## config.mk

```make
export PLATFORM = sky130hd
export DESIGN_NAME = tcdm_tx_rd_engine
export DESIGN_NICKNAME = d
export VERILOG_FILES = /design/src/rtl/tcdm_tx_rd_engine.sv
export SDC_FILE = /design/constraint.sdc
export NUM_CORES = 1
export LEC_CHECK = 0
export ABC_CLOCK_PERIOD_IN_PS = 7800
export BUFFER_PORTS_ARGS = -buffer_cell sky130_fd_sc_hd__buf_2
export CORE_ASPECT_RATIO = 1.75
export CORE_MARGIN = 2
export CORE_UTILIZATION = 50
export CTS_CLUSTER_DIAMETER = 200
export CTS_CLUSTER_SIZE = 30
export DETAILED_ROUTE_END_ITERATION = 6
export PLACE_DENSITY = 0.76
export SYNTH_ARGS = -nofsm -noshare
export SYNTH_HDL_FRONTEND = slang
export SYNTH_SLANG_ARGS = --single-unit
export TNS_END_PERCENT = 5
```

## constraint.sdc

```tcl
create_clock -name clk_i -period 7.8 [get_ports clk_i]
set_input_delay 0.39 -clock clk_i [delete_from_list [all_inputs] [get_ports clk_i]]
set_output_delay 0.39 -clock clk_i [all_outputs]
set_load 0.005 [all_outputs]
```

## src/rtl/tcdm_tx_rd_engine.sv

```systemverilog
// TCDM read-side TX engine: issues reads for command beats, buffers returned data in
// order and hands it to the TX data channel; a credit counter bounds outstanding reads.

module tcdm_tx_rd_fifo #(
    parameter int W     = 8,
    parameter int DEPTH = 4
) (
    input  logic         clk,
    input  logic         rst_n,
    input  logic         scan_en,
    input  logic         push,
    input  logic [W-1:0] din,
    input  logic         pop,
    output logic [W-1:0] dout
);
    localparam int PW = (DEPTH > 1) ? $clog2(DEPTH) : 1;

    logic [W-1:0]  mem [DEPTH];
    logic [PW-1:0] wptr, rptr;

    function automatic logic [PW-1:0] nxt(input logic [PW-1:0] p);
        return (p == PW'(DEPTH - 1)) ? '0 : p + 1'b1;
    endfunction

    // Occupancy is tracked by the owner, so the pointers only ever advance.
    always_ff @(posedge clk or negedge rst_n) begin
        if (!rst_n) begin
            wptr <= '0;
            rptr <= '0;
        end else begin
            if (push) wptr <= nxt(wptr);
            if (pop)  rptr <= nxt(rptr);
        end
    end

    // In scan mode the write port stays enabled and recirculates the stored word.
    always_ff @(posedge clk) begin
        if (push || scan_en) mem[wptr] <= push ? din : mem[wptr];
    end

    assign dout = mem[rptr];
endmodule

module tcdm_tx_rd_engine #(
    parameter int TRANS_SID_WIDTH = 2,
    parameter int TCDM_ADD_WIDTH  = 12,
    parameter int DATA_WIDTH      = 32,
    parameter int DEPTH           = 4
) (
    input  logic                       clk_i,
    input  logic                       rst_ni,
    input  logic                       scan_ckgt_enable_i,
    input  logic                       beat_eop_i,
    input  logic [TRANS_SID_WIDTH-1:0] beat_sid_i,
    input  logic [TCDM_ADD_WIDTH-1:0]  beat_add_i,
    input  logic [DATA_WIDTH/8-1:0]    beat_be_i,
    input  logic                       beat_we_n_i,
    input  logic                       beat_req_i,
    output logic                       beat_gnt_o,
    output logic                       tcdm_req_o,
    output logic [31:0]                tcdm_add_o,
    output logic                       tcdm_we_n_o,
    output logic [DATA_WIDTH-1:0]      tcdm_wdata_o,
    output logic [DATA_WIDTH/8-1:0]    tcdm_be_o,
    output logic [TRANS_SID_WIDTH-1:0] tcdm_sid_o,
    input  logic                       tcdm_gnt_i,
    input  logic [DATA_WIDTH-1:0]      tcdm_r_rdata_i,
    input  logic                       tcdm_r_valid_i,
    output logic [DATA_WIDTH-1:0]      tx_data_dat_o,
    output logic                       tx_data_req_o,
    input  logic                       tx_data_gnt_i,
    output logic                       synch_req_o,
    output logic [TRANS_SID_WIDTH-1:0] synch_sid_o,
    output logic                       busy_o,
    output logic                       err_rvalid_o
);
    localparam int CW = $clog2(DEPTH + 1);

    logic [CW-1:0]              cnt, dcnt, inflight;
    logic                       issue, pop, rd_push;
    logic [TRANS_SID_WIDTH:0]   cmd_head;
    logic [DATA_WIDTH-1:0]      dat_head;

    assign tcdm_req_o   = beat_req_i & beat_we_n_i & (cnt < CW'(DEPTH));
    assign issue        = tcdm_req_o & tcdm_gnt_i;
    assign beat_gnt_o   = issue;
    assign tcdm_add_o   = 32'(beat_add_i);
    assign tcdm_we_n_o  = beat_we_n_i;
    assign tcdm_wdata_o = '0;
    assign tcdm_be_o    = beat_be_i;
    assign tcdm_sid_o   = beat_sid_i;

    // cnt covers issued-but-unreturned plus buffered beats; dcnt only the buffered ones.
    assign inflight = cnt - dcnt;
    assign rd_push  = tcdm_r_valid_i & (inflight != '0);

    assign tx_data_req_o = (dcnt != '0);
    assign pop           = tx_data_req_o & tx_data_gnt_i;
    assign tx_data_dat_o = tx_data_req_o ? dat_head : '0;
    assign synch_sid_o   = tx_data_req_o ? cmd_head[TRANS_SID_WIDTH:1] : '0;
    assign synch_req_o   = pop & cmd_head[0];

    tcdm_tx_rd_fifo #(.W(TRANS_SID_WIDTH + 1), .DEPTH(DEPTH)) u_cmd_fifo (
        .clk(clk_i), .rst_n(rst_ni), .scan_en(scan_ckgt_enable_i),
        .push(issue), .din({beat_sid_i, beat_eop_i}), .pop(pop), .dout(cmd_head)
    );

    tcdm_tx_rd_fifo #(.W(DATA_WIDTH), .DEPTH(DEPTH)) u_dat_fifo (
        .clk(clk_i), .rst_n(rst_ni), .scan_en(scan_ckgt_enable_i),
        .push(rd_push), .din(tcdm_r_rdata_i), .pop(pop), .dout(dat_head)
    );

    logic [CW-1:0] cnt_next, dcnt_next;

    always_comb begin
        cnt_next = cnt;
        case ({issue, pop})
            2'b10:   cnt_next = cnt + 1'b1;
            2'b01:   cnt_next = cnt - 1'b1;
            default: cnt_next = cnt;
        endcase
        dcnt_next = dcnt;
        case ({rd_push, pop})
            2'b10:   dcnt_next = dcnt + 1'b1;
            2'b01:   dcnt_next = dcnt - 1'b1;
            default: dcnt_next = dcnt;
        endcase
    end

    always_ff @(posedge clk_i or negedge rst_ni) begin
        if (!rst_ni) begin
            cnt          <= '0;
            dcnt         <= '0;
            busy_o       <= 1'b0;
            err_rvalid_o <= 1'b0;
        end else begin
            cnt          <= cnt_next;
            dcnt         <= dcnt_next;
            busy_o       <= (cnt_next != '0);
            err_rvalid_o <= tcdm_r_valid_i & (inflight == '0);
        end
    end
endmodule

```

# After elaboration in Yosys (flattened, before gate mapping)
# Memories as Yosys holds them, arrays and structs flattened.
# Index checks and enable logic that the tools add are counted.
[word_totals]
ff_bits = 16
ram_bits = 140
inputBits = 59
out_inout_bits = 111
word_cells = 60
mem_count = 2
[mem_list]
columns = ["memory", "depth", "word_bits", "rd", "rd_clocked_by_memory_dff", "write_ports", "line_no", "text"]
rows = [
  ["u_dat_fifo.mem", 4, 32, 1, 0, 1, "18", "logic [W-1:0] mem [DEPTH];"],
  ["u_cmd_fifo.mem", 4, 3, 1, 0, 1, "18", ""],
]
[classes]
add_sub_neg = 9
order_cmp = 1
n_eq_ne = 10
mux = 14
bitwise_logic = 7
reduce_logical = 9
[op_table]
columns = ["operator", "count"]
rows = [
  ["$mux W32", 2],
  ["$eq A2 B2 Y1 const B", 6],
  ["$pmux W3 S2", 2],
  ["$mux W2", 5],
  ["$reduce_bool A3 Y1", 3],
  ["$add A2 B1 Y2 const B", 4],
  ["$and A1 B1 Y1", 7],
  ["$add A3 B1 Y3 const B", 2],
  ["$sub A3 B1 Y3 const B", 2],
  ["$eq A2 B1 Y1 const B", 2],
  ["$mux W1", 4],
  ["$reduce_and A2 Y1", 2],
  ["$logic_not A3 Y1", 1],
  ["$lt A3 B3 Y1 const B", 1],
  ["$mux W3", 1],
  ["$sub A3 B3 Y3", 1],
  ["$logic_or A1 B1 Y1", 2],
  ["$ne A1 B1 Y1 const B", 2],
  ["$reduce_bool A2 Y1", 1],
]

# Longest topological paths before layout
# Gate-level depths: netlist of run 1.
[logic_depth]
ltp_word = 7
depth_mapped = 11
depth_no_buf = 11

# By module
# From an unflattened synthesis of run 1, not the netlist that was laid out.
[hier_totals]
hier_cells = 383
hier_area_um2 = 6954.2
[modules_own_cells]
columns = ["mod", "n_inst", "cells_each", "area_per_inst_um2", "seq_area_each_um2"]
rows = [
  ["tcdm_tx_rd_fifo at u_dat_fifo", 1, 190, 4913.5, 3943.8],
  ["tcdm_tx_rd_engine", 1, 156, 1357.6, 200.2],
  ["tcdm_tx_rd_fifo at u_cmd_fifo", 1, 37, 683.2, 460.4],
]

# Worst setup path before layout of run 1
# No wires, ideal clock.
[synth_timing]
path_type = "register -> register"
from = "register dcnt[1]"
to = "memory u_dat_fifo.mem[0][0] in the netlist's numbering (enable)"
setup_time_ps = 421
arrival_time_ps = 2510
required_time_ps = 7379
setup_slack_ps = 4869
path_stages_with_launch = 7
path_buffers = 0
period_less_slack_ps = 2931
path_cell_list = "dfrtp_1 -> inv_1 -> ha_1 -> and2b_1 -> xnor2_1 -> o21ai_4 -> nor2_1"
[synth_between]
elab_chain_len = 7
elab_cells_between_ends = 8
cone_classes = "1 x add/sub; 1 x eq/ne; 2 x mux; 1 x bitwise; 3 x reduce/logical"
[synth_rtl]
columns = ["item", "line_no", "text"]
rows = [
  ["start, declared", "79", "logic [CW-1:0] cnt, dcnt, inflight;"],
  ["start signal, assigned", "138", "dcnt <= dcnt_next;"],
  ["$sub A3 B3 Y3 *", "94", "assign inflight = cnt - dcnt;"],
  ["$reduce_bool A3 Y1 *", "95", "assign rd_push = tcdm_r_valid_i & (inflight != '0);"],
  ["$and A1 B1 Y1 *", "95", ""],
  ["$logic_or A1 B1 Y1", "38", "if (push || scan_en) mem[wptr] <= push ? din : mem[wptr];"],
  ["$mux W1 (2 in a row)", "38", ""],
  ["$reduce_and A2 Y1 (no line) *", "-", ""],
  ["end, declared", "18", ""],
]
# Every way passes the cells marked *; elsewhere a longest branch is shown, timed or not.

# Final worst setup path of run 1
[layout_timing]
from = "register u_dat_fifo.rptr[0]"
to = "output tx_data_dat_o[1]"
[layout_between]
elab_chain_len = 2
[layout_rtl]
columns = ["item", "line_no", "text"]
rows = [
  ["start, declared", "19", "logic [PW-1:0] wptr, rptr;"],
  ["start signal, assigned", "32", "if (pop) rptr <= nxt(rptr);"],
  ["$mem_v2 Z4 W32", "-", ""],
  ["$mux W32", "99", "assign tx_data_dat_o = tx_data_req_o ? dat_head : '0;"],
  ["end, declared", "69", "output logic [DATA_WIDTH-1:0] tx_data_dat_o,"],
]
# No other way between the ends.

==> results of run 1 <==
-- final cells by class --
| class | instances | share of cell area |
|---|---|---|
| Sequential cell | 156 | 0.5937 |
| Multi-Input combinational cell | 181 | 0.2356 |
| Timing Repair Buffer | 87 | 0.05742 |
| Clock buffer | 18 | 0.05532 |
| Tap cell | 174 | 0.02806 |
| Clock inverter | 13 | 0.02177 |
| Inverter | 16 | 0.007742 |
| Antenna cell | 1 | 0.0003226 |
-- cells in the mapped netlist --
| library cell | instances |
|---|---|
| a21o_1 | 2 |
| and2_1 | 34 |
| and2b_1 | 1 |
| and3_1 | 5 |
| buf_12 | 3 |
| buf_2 | 4 |
| buf_4 | 71 |
| buf_6 | 1 |
| clkbuf_1 | 4 |
| conb_1 | 1 |
| dfrtp_1 | 16 |
| edfxtp_1 | 140 |
| fa_1 | 2 |
| ha_1 | 14 |
| inv_1 | 16 |
| mux2_2 | 4 |
| mux2_4 | 2 |
| mux2i_1 | 1 |
| mux4_1 | 19 |
| mux4_2 | 16 |
| nand2_1 | 4 |
| nand2_2 | 1 |
| nor2_1 | 9 |
| nor3_1 | 2 |
| nor3b_1 | 1 |
| o21ai_0 | 1 |
| o21ai_4 | 1 |
| or3_1 | 2 |
| xnor2_1 | 4 |
| xor2_1 | 4 |
-- metal layers --
layer,part of all wire,routed length [um],GRT usage
met1,0.35,4049,0.1685
met2,0.57,6489,0.3093
met5,0,0,0
met3,0.069,792,0.04685
met4,0.013,148,0.06350
-- through the flow --
stage / cells / total power (W) / worst slack, ns
final: 646 / 0.002992 / 4.975
after floorplan: 436 / 0.001913 / 4.869
after detailed placement: 613 / 0.002209 / 5.177
after CTS: 645 / 0.003035 / 4.896
after global routing: 645 / 0.003160 / 4.825
after global placement: 613 / 0.002169 / 5.228
-- power groups by stage --
stage               registers (W)  logic (W)  clock network (W)
floorplan                 0.00121   0.000704                  0
global placement          0.00128   0.000891                  0
detailed placement        0.00129   0.000916                  0
CTS                       0.00128   0.000924           0.000835
global route              0.00130   0.000993           0.000871
finish                    0.00127   0.000896           0.000825
-- path summary, 6_finish.rpt --
check                                                     from                              to  slack [ns]  cells after the start
worst min-delay path                         tcdm_r_rdata_i[9]  u_dat_fifo.mem[0][9]$_DFFE_PP_        0.19                      1
min in group asynchronous                               rst_ni             dcnt[0]$_DFFE_PN0P_        0.43                      2
max in group asynchronous                               rst_ni  u_dat_fifo.rptr[0]$_DFFE_PN0P_        7.07                      2
worst min register to register                cnt[0]$_DFF_PN0_                cnt[0]$_DFF_PN0_        0.50                      1
worst max register to register             dcnt[1]$_DFFE_PN0P_             dcnt[2]$_DFFE_PN0P_        5.12                     11
worst max-delay path            u_dat_fifo.rptr[0]$_DFFE_PN0P_                tx_data_dat_o[1]        4.98                      3
-- sequential cells by signal, indices dropped and copies added (netlist names) --
register / count
busy_o: 1
cnt: 3
dcnt: 3
err_rvalid_o: 1
u_cmd_fifo.mem: 12
u_cmd_fifo.rptr: 2
u_cmd_fifo.wptr: 2
u_dat_fifo.mem: 128
u_dat_fifo.rptr: 2
u_dat_fifo.wptr: 2
-- worst max-delay path: stages, from the launching register on --
cell and delay (ns):
dfrtp_2 1.06, mux4_1 0.63, and2_1 0.19, buf_2 0.13
-- placed cells by master, fill, tap and decap left out, types with 4 or more instances in the layout --
cell / count
dfrtp_1: 15
nor2_1: 5
clkbuf_16: 17
mux4_1: 19
and2_1: 34
edfxtp_1: 140
and3_1: 5
xor2_1: 4
mux4_2: 16
xnor2_1: 4
nor2_4: 4
conb_1: 52
nand2_1: 4
clkinv_4: 4
buf_2: 84
mux2_2: 4
ha_1: 14
inv_1: 16
clkinvlp_4: 4
-- logic make-up (layout without fill, tap and decap cells) --
kind of cell	Yosys count	in the layout	share of synthesized area
simple gates	59	59	0.04871
flops	156	156	0.6663
fa+ha+maj	16	16	0.03114
xor+xnor	8	8	0.01014
compound gates	4	4	0.005250
mux	42	42	0.1367
other cells	1	53	0.0005427
buf+inv	99	134	0.1012
==> metrics.md, run 1 <==
| Metric | Value |
|---|---|
| FILL cells | `~1000` |
| Worst min path class | `in2reg` |
| Num rows | `56` |
| Clock Power Share | `0.276` |
| Max-slew headroom | `0.2643` |
| CP Data Arrival Time | `around 2.4 ns` |
| I/O pins | `170` |
| Seq pwr share | `0.425` |
| Post-synthesis average cell area | `around 18 sq um` |
| CORE AREA | `~13000 sq um` |
| Distinct cells, synth | `30` |
| Number of cells produced by synthesis | `approximately 390` |
| CTS sink cnt | `between 150 and 200` |
| Ys Warns | `0` |
| Max cap viols | `0` |
| Clock transition at path regs | `approximately 0.06 ns` |
| Period minus WS final | `between 2 and 3 ns` |
| GRT Resource Usage Total | `0.1650` |
| Final ANT Viol Nets | `0` |
| Critical path peak fanout | `35` |
| Vias per inst | `5.033` |
| Multi-input logic area | `approximately 1800 sq um` |
| Setup-failing EPs final | `0` |
| Die area | `around 15000 sq um` |
| GRT overflow | `0` |
| Setup_tns | `0 ns` |
| Initial antenna violation count | `1` |
| Top post-synthesis cells by area | `edfxtp_1 (61%), buf_4 (7.7%), mux4_1 (7.2%)` |
| Hold Buf Count CTS | `1` |
| Net Sw Frac | `0.2951` |
| Maximum clock rate | `0.3540 GHz` |
| Final #Nets | `roughly 530` |
| Area Growth Syn to Fin | `12.26%` |
| Final count of pins violating max slew | `0` |
| Switching power | `0.0008829 W` |
| First-pass GRT wire length | `roughly 18000 um` |
| Register Area | `approximately 4600 sq um` |
| Dpl cell area | `~7100 sq um` |
| Leak | `between 2 and 3 nW` |
| # DRC | `0` |
| Crit path launch type | `flip-flop` |
| Port buffer count | `84` |
| Hold_ws | `between 0.15 and 0.2 ns` |
| Worst EP required | `~7.4 ns` |
| Vias | `3251` |
| Die extent in y | `159.5 um` |
| Top cell type's share of synthesized area | `0.6084` |
| Starting Density | `0.5137` |
| VDD IR-drop max | `between 200 and 250 uV` |
| Top cell type by total area after synthesis | `edfxtp_1` |
| Register area share after synthesis | `0.6663` |
| Largest net degree at the start of global routing | `37` |
| CTS tree | `done` |
| H-tree depth | `4` |
| # Post-CTS Setup Buffers | `0` |
| Crit Path Class | `reg2out` |
| Worst-margin pin slew | `~1.1 ns` |
| 1st-iter DRT viols | `approximately 270` |
| Clock Skew | `between 0.008 and 0.009 ns` |
| Crit. End Element | `primary output` |
| Share of cells above drive strength 1 | `0.3079` |
| Final instance area | `approximately 7800 sq um` |
| Final core occ | `0.5766` |
| Logic pwr share | `0.300` |
| Status | `finished clean` |
| Tcrit/Tclk final | `0.3621` |
| Drt pass-1 iters | `4` |
| Max clock buf depth | `2` |
| Seq cells post-synth | `around 160` |
| Pwr dens | `around 390 nW/um^2` |
| Avg WL per Cell | `between 15 and 20 um` |
| RSZ-0062 raised after global routing | `false` |
| Synth Cell Area | `around 7000 sq um` |
| Fin. Hold Viols | `0` |
| Internal power | `between 0.002 and 0.0025 W` |
| DP HPWL | `around 7200 um` |
| Drt total wl | `approximately 11000 um` |
| Die Width | `between 90 and 100 um` |
| GP Congestion | `just under 0.8` |
| Root buffer cell | `clkbuf_16` |
| Resize count post-CTS | `0` |
| Inserted Clock Buffers | `17` |
| Number of global-route vias before repair | `around 3500` |
| Clk_lat worst skew | `~0.42 ns` |
Power figures use the tool's default switching activity.
==> run 2: changes to the inputs <==
Settings changed: ABC_CLOCK_PERIOD_IN_PS 7800 to 2400, CORE_UTILIZATION 50 to 48.
Clock period 7.8 ns to 2.4 ns, I/O delays scaled along.
==> run 2 against run 1 <==
Clock power rose to 3.2 times the previous value. Combinational power rose to 3.8 times the previous value. Clock skew about the same. Critical path depth up 8. Global-route usage down 0.24 points. Sequential cell count unchanged. Total power rose to 3.3 times the previous value. Worst setup slack worse by 4.9 ns. Routed wire length up 3.1%.
==> metrics.md, run 2 (synthesis gave the netlist of run 1 again) <==
| Metric | Value |
|---|---|
| Max cap viols | `0` |
| Setup-failing EPs final | `0` |
| Initial antenna violation count | `0` |
| Die extent in y | `about 160 um` |
| Drt pass-1 iters | `4` |
| # Post-CTS Setup Buffers | `0` |
| # DRC | `0` |
| Crit path buffers/inverters | `2` |
| Slowest library cell on the worst path | `fa_1` |
| Final #Nets | `582` |
| Inst Count DP | `about 630` |
| Drt total wl | `about 12000 um` |
| H-tree depth | `4` |
| Crit Path Class | `reg2reg` |
| Root buffer cell | `clkbuf_16` |
| Status | `finished clean` |
| Period minus WS final | `between 2 and 2.5 ns` |
| Avg WL per Cell | `between 15 and 20 um` |
| Maximum clock rate | `approximately 0.44 GHz` |
| Ant. Diodes | `0` |
| Crit path depth | `11` |
| Setup_tns | `0 ns` |
| Num rows | `58` |
| 1st-iter DRT viols | `roughly 180` |
| Critical path peak fanout | `2` |
| Clock transition at path regs | `about 0.060 ns` |
| Non-filler cells, final | `700` |
| Pwr dens | `about 1200 nW/um^2` |
| Inserted Clock Buffers | `17` |
| Largest Register | `u_dat_fifo.mem` |
| VDD IR-drop max | `~890 uV` |
| Tcrit/Tclk final | `0.9487` |
| Final ANT Viol Nets | `0` |
| Port buffer count | `84` |
| GP Congestion | `roughly 0.8` |
| Vias | `3346` |
| Largest stage delay, worst path | `about 0.38 ns` |
| Starting Density | `0.4858` |
| CTS tree | `done` |
| Leak | `about 3.2 nW` |
| Worst min path class | `in2async` |
| Clk_lat worst skew | `between 0.4 and 0.5 ns` |
| Most common cell after layout, fill and taps aside | `edfxtp_1` |
| Top Family by Delay on Critical Path | `adder cells` |
| Max FFs per register | `approximately 130` |
| Reg2reg path depth | `11` |
| Commonest cells after routing, fill and taps aside | `edfxtp_1 (140), buf_2 (84), conb_1 (52), dlygate4sd3_1 (37), and2_1 (34)` |
| I/O pins | `170` |
| Crit. End Element | `flip-flop` |
| CORE AREA | `14220 sq um` |
| GRT overflow | `0` |
| Share of cells above drive strength 1 | `0.3096` |
| Worst EP required | `between 2 and 3 ns` |
| Max clock buf depth | `2` |
| Clock Skew | `~0.0078 ns` |
| Die area | `roughly 15000 sq um` |
| Crit path launch type | `flip-flop` |
| First-pass GRT wire length | `around 18000 um` |
| Area Growth Syn to Fin | `19.93%` |
| GRT Resource Usage Total | `0.1626` |
| Fin worst setup slack | `about 0.12 ns` |
| Fin. Hold Viols | `0` |
| CP Data Arrival Time | `between 2 and 3 ns` |
| Final count of pins violating max slew | `0` |
| Vias per inst | `4.780` |
| CP Cell Sequence | `inv_1 > ha_1 > and2b_1 > xnor2_2 > o21ai_4 > ha_4 > inv_1 > fa_1 > xor2_1 > nor2_1 > xor2_1` |
| Die Width | `between 90 and 100 um` |
| Largest net degree at the start of global routing | `37` |
| CTS sink cnt | `roughly 160` |
| DP HPWL | `7688 um` |
| Worst slack at placement | `~0.11 ns` |
| Number of global-route vias before repair | `between 3000 and 4000` |
| Largest regs | `u_dat_fifo.mem x128, u_cmd_fifo.mem x12` |
## run 2: metrics by stage
step	hold slack [ns]	power [W]	util	cell area (sq um)
finish	0.1563	0.009957	0.5827	8288
global placement	0.06256	0.007206	0.5137	7307
floorplan	-0.1756	0.006217	-	7102
detailed placement	0.06301	0.007360	0.5137	7307
CTS	0.1571	0.01003	0.5811	8265
global route	0.1857	0.01053	0.5827	8288
## run 2: worst reg2reg max path: stages, from the launching register on
cell	delay [ns]
dfrtp_1	0.36
inv_1	0.08
ha_1	0.20
and2b_1	0.18
xnor2_2	0.16
o21ai_4	0.20
ha_4	0.17
inv_1	0.05
fa_1	0.38
xor2_1	0.15
nor2_1	0.11
xor2_1	0.15
## run 2: worst paths after layout
path,startpoint,slack [ns],to
min in group clk_i,tx_data_gnt_i,0.17,u_dat_fifo.rptr[0]$_DFFE_PN0P_
min reg2reg,dcnt[2]$_DFFE_PN0P_,0.50,dcnt[2]$_DFFE_PN0P_
max reg2reg,cnt[0]$_DFF_PN0_,0.12,dcnt[2]$_DFFE_PN0P_
min,rst_ni,0.16,u_cmd_fifo.rptr[1]$_DFFE_PN0P_
max,cnt[0]$_DFF_PN0_,0.12,dcnt[2]$_DFFE_PN0P_
max in group asynchronous,rst_ni,1.93,u_dat_fifo.rptr[0]$_DFFE_PN0P_
## run 2: final cells by class
cell class / instances / area, sq um
Inverter: 16 / 60.06
Clock inverter: 15 / 162.7
Sequential cell: 156 / 4608
Fill cell: 1093 / 5936
Multi-Input combinational cell: 181 / 1848
Timing Repair Buffer: 135 / 958.4
Tap cell: 180 / 225.2
Clock buffer: 17 / 425.4
## run 2: layer usage
layer | part of all wire | global-route usage
met5 | 0 | 0
met1 | 0.38 | 0.1842
met4 | 0.023 | 0.06653
met3 | 0.044 | 0.03517
met2 | 0.55 | 0.2921
## run 2: timing repair
item,CTS,global route
gates resized for setup,0,5
hold buffers,37,0
endpoints found under the setup margin,0,2
endpoints found under the hold margin,157,0
## run 2: report_power, final
part           switching, W  internal (W)
Sequential         0.000291       0.00369
Combinational       0.00160       0.00176
Clock               0.00106       0.00155
Total               0.00295       0.00700
==> run 3: changes to the inputs <==
Settings changed: ABC_AREA set to 1.
==> run 3 against run 2 <==
Cell area increased by 0.71%. Via count increased by 36%. Combinational power increased by 17%. Fmax decreased by 1.7%. Critical path depth decreased by 5. Sequential power about the same. Clock power increased by 4%. Count of clock-buffer cells in the layout unchanged. Routed wire length increased by 19%. Critical path type is now reg2out. Critical endpoint is now tx_data_dat_o[25]. Largest cell class unchanged. Largest power group unchanged. Highest routed layer unchanged.
==> metrics.md, run 3 <==
| Metric | Value |
|---|---|
| Status | `finished clean` |
| Fin. Hold Viols | `0` |
| Drt pass-1 iters | `5` |
| Share of cells above drive strength 1 | `0.2041` |
| Clock Power Share | `0.256` |
| Top layer in use | `met4` |
| Ant. Diodes | `0` |
| Maximum clock rate | `0.4316 GHz` |
| Port buffer count | `84` |
| Top Family by Delay on Critical Path | `buffers and inverters` |
| Met2 Wirelength | `about 7900 um` |
| Crit. End Element | `primary output` |
| Die area | `15620 sq um` |
| Async set-reset flop share out of synthesis | `0.1026` |
| Final ANT Viol Nets | `0` |
| Vias per inst | `between 4 and 5` |
| Non-filler cells, final | `910` |
| DP HPWL | `8921 um` |
| CORE AREA | `14300 sq um` |
| VDD IR-drop max | `approximately 920 uV` |
| Ys flop type | `edfxtp_1` |
| Register Area | `~4600 sq um` |
| Inst Count DP | `840` |
| First-pass GRT wire length | `21760 um` |
| Switching power | `between 0.003 and 0.004 W` |
| Crit path buffers/inverters | `2` |
| Tcrit/Tclk final | `0.9654` |
| Crit path launch type | `flip-flop` |
| GRT Resource Usage Total | `0.1880` |
| Most common cell after layout, fill and taps aside | `nor2_1` |
| I/O pins | `170` |
| CP Data Arrival Time | `approximately 2.2 ns` |
| Post-synthesis average cell area | `11.52 sq um` |
| Commonest cells post-synth | `nor2_1 (154), edfxtp_1 (140), buf_4 (73), o21ai_0 (47), a21oi_1 (38)` |
| 1st-iter DRT viols | `361` |
| Number of global-route vias before repair | `4617` |
| Top post-synthesis cells by area | `edfxtp_1 (60%), nor2_1 (8.2%), buf_4 (7.8%)` |
| Largest Register | `u_dat_fifo.mem` |
| Max-slew headroom | `0.5467` |
| Pwr dens | `1269 nW/um^2` |
| Synth Cell Area | `~7000 sq um` |
| EDFF count, synth | `between 100 and 150` |
| Commonest cells after routing, fill and taps aside | `nor2_1 (150), edfxtp_1 (140), buf_2 (84), conb_1 (52), o21ai_0 (46)` |
| Critical path peak fanout | `66` |
| Setup-failing EPs final | `0` |
| Met3 WL post-DR | `853 um` |
| Largest regs | `u_dat_fifo.mem x128, u_cmd_fifo.mem x12` |
| CP dominant cell by count | `nor2_1` |
| H-tree depth | `4` |
| Worst min path class | `in2async` |
| Final #Nets | `just under 800` |
| CTS tree | `done` |
| Clock transition at path regs | `roughly 0.070 ns` |
| Seq pwr share | `0.374` |
| Register area share after synthesis | `0.6571` |
| Seq cells post-synth | `between 150 and 200` |
| Internal power | `roughly 0.0067 W` |
| Num rows | `58` |
| RSZ-0062 raised after global routing | `false` |
| Largest stage delay, worst path | `0.54 ns` |
| Die Width | `~95 um` |
| Clock Skew | `between 0.01 and 0.015 ns` |
| DRT met1 WL | `4895 um` |
| Area Growth Syn to Fin | `19.13%` |
| Multi-input logic area | `around 1800 sq um` |
| Starting Density | `0.4901` |
| Max FFs per register | `128` |
| CTS sink cnt | `between 150 and 200` |
| Max clock buf depth | `2` |
| Ys Warns | `0` |
| Distinct cells, synth | `26` |
| Clk_lat worst skew | `0.43 ns` |
| Top-count cell post-synth | `nor2_1` |
| Die extent in y | `around 160 um` |
| Top cell type by total area after synthesis | `edfxtp_1` |
| Top cell type's share of synthesized area | `0.6000` |
| Root buffer cell | `clkbuf_16` |
| Worst-margin pin slew | `about 0.7 ns` |
| # DRC | `0` |
| Period minus WS final | `roughly 2.3 ns` |
| Slowest library cell on the worst path | `buf_4` |
| CP Cell Sequence | `buf_4 > nor2_1 > nor2_1 > o21ai_0 > a21oi_1 > buf_2` |
| Avg WL per Cell | `roughly 15 um` |
| Inserted Clock Buffers | `17` |
| Crit Path Class | `reg2out` |
| Largest net degree at the start of global routing | `67` |
| Leak | `3.306 nW` |
| Setup_tns | `0 ns` |
| Hold_ws | `~0.15 ns` |
| Net Sw Frac | `0.3692` |
| GP Congestion | `between 0.8 and 0.9` |
| Vias | `around 4500` |
| Number of cells produced by synthesis | `around 600` |
| Max cap viols | `0` |
| FILL cells | `1124` |
| Drt total wl | `14070 um` |
| Initial antenna violation count | `0` |
| Final count of pins violating max slew | `0` |
| GRT overflow | `0` |
| Worst EP required | `around 2.3 ns` |
| Logic pwr share | `0.370` |
==> run 3: cell families (layout without fill, tap and decap cells) <==
group,count (synthesis),after routing,share of synthesized area
fa+ha+maj,16,16,0.03071
compound gates,117,117,0.08571
xor+xnor,5,5,0.006251
flops,156,156,0.6571
other cells,1,52,0.0005352
simple gates,185,185,0.1041
buf+inv,128,199,0.1155
==> run 3: layout make-up <==
cell class,instances,area share
Multi-Input combinational cell,375,0.2177
Sequential cell,156,0.5518
Clock inverter,15,0.02338
Tap cell,180,0.02698
Inverter,32,0.01439
Timing Repair Buffer,135,0.1148
Clock buffer,17,0.05097
==> run 3: final timing paths <==
| check | startpoint | end | slack [ns] | depth (start not counted) |
|---|---|---|---|---|
| max reg2reg | cnt[1]$_DFF_PN0_ | dcnt[2]$_DFFE_PN0P_ | 0.15 | 12 |
| min reg2reg | cnt[0]$_DFF_PN0_ | cnt[0]$_DFF_PN0_ | 0.51 | 1 |
| max in group asynchronous | rst_ni | u_dat_fifo.rptr[0]$_DFFE_PN0P_ | 1.94 | 2 |
| max | u_dat_fifo.rptr[0]$_DFFE_PN0P_ | tx_data_dat_o[25] | 0.08 | 6 |
| min | rst_ni | u_cmd_fifo.wptr[0]$_DFFE_PN0P_ | 0.15 | 2 |
| min in group clk_i | tx_data_gnt_i | u_cmd_fifo.rptr[0]$_DFFE_PN0P_ | 0.17 | 5 |
==> run 3: per-stage QoR <==
step,power (W),cell area (sq um),util,setup slack (ns)
2_1_floorplan,0.006503,7198,-,-0.5336
3_3_place_gp,0.007636,7346,0.5138,0.1417
3_5_place_dp,0.007869,7346,0.5138,0.01534
4_1_cts,0.01065,8344,0.5837,0.07951
5_1_grt,0.01129,8347,0.5838,0.009743
6_report,0.01059,8347,0.5838,0.08315
==> run 3: per-layer routing <==
| layer | track usage | up-vias |
|---|---|---|
| li1 | - | 2158 |
| met1 | 0.1878 | 2153 |
| met2 | 0.3473 | 186 |
| met3 | 0.04541 | 37 |
| met4 | 0.1008 | 0 |
| met5 | 0 | - |
==> run 3: power groups by stage <==
stage	Clock [W]	Combinational, W	Sequential [W]
after floorplan	0	0.00256	0.00394
after global placement	0	0.00365	0.00398
after detailed placement	0	0.00384	0.00403
after CTS	0.00275	0.00394	0.00396
after global routing	0.00286	0.00441	0.00402
final	0.00271	0.00392	0.00397
==> run 3: timing repair <==
| action | 4_1_cts | 5_1_grt |
|---|---|---|
| endpoints found under the hold margin | 159 | 0 |
| gates resized for setup | 0 | 3 |
| hold buffers | 37 | 0 |
| setup endpoints to repair | 1 | 1 |
| pin swaps | 0 | 1 |
| buffers inserted | 1 | 0 |
==> run 3: worst reg2reg max path, stage by stage, from the launching register on <==
cell and delay, ns:
dfrtp_1 0.41, ha_1 0.34, nand2_1 0.09, nand2_1 0.05, nand2_1 0.07, nand3_2 0.11, nand2_4 0.08, ha_1 0.13
inv_1 0.08, fa_2 0.36, a21oi_1 0.17, o21ai_1 0.10, xor2_1 0.15
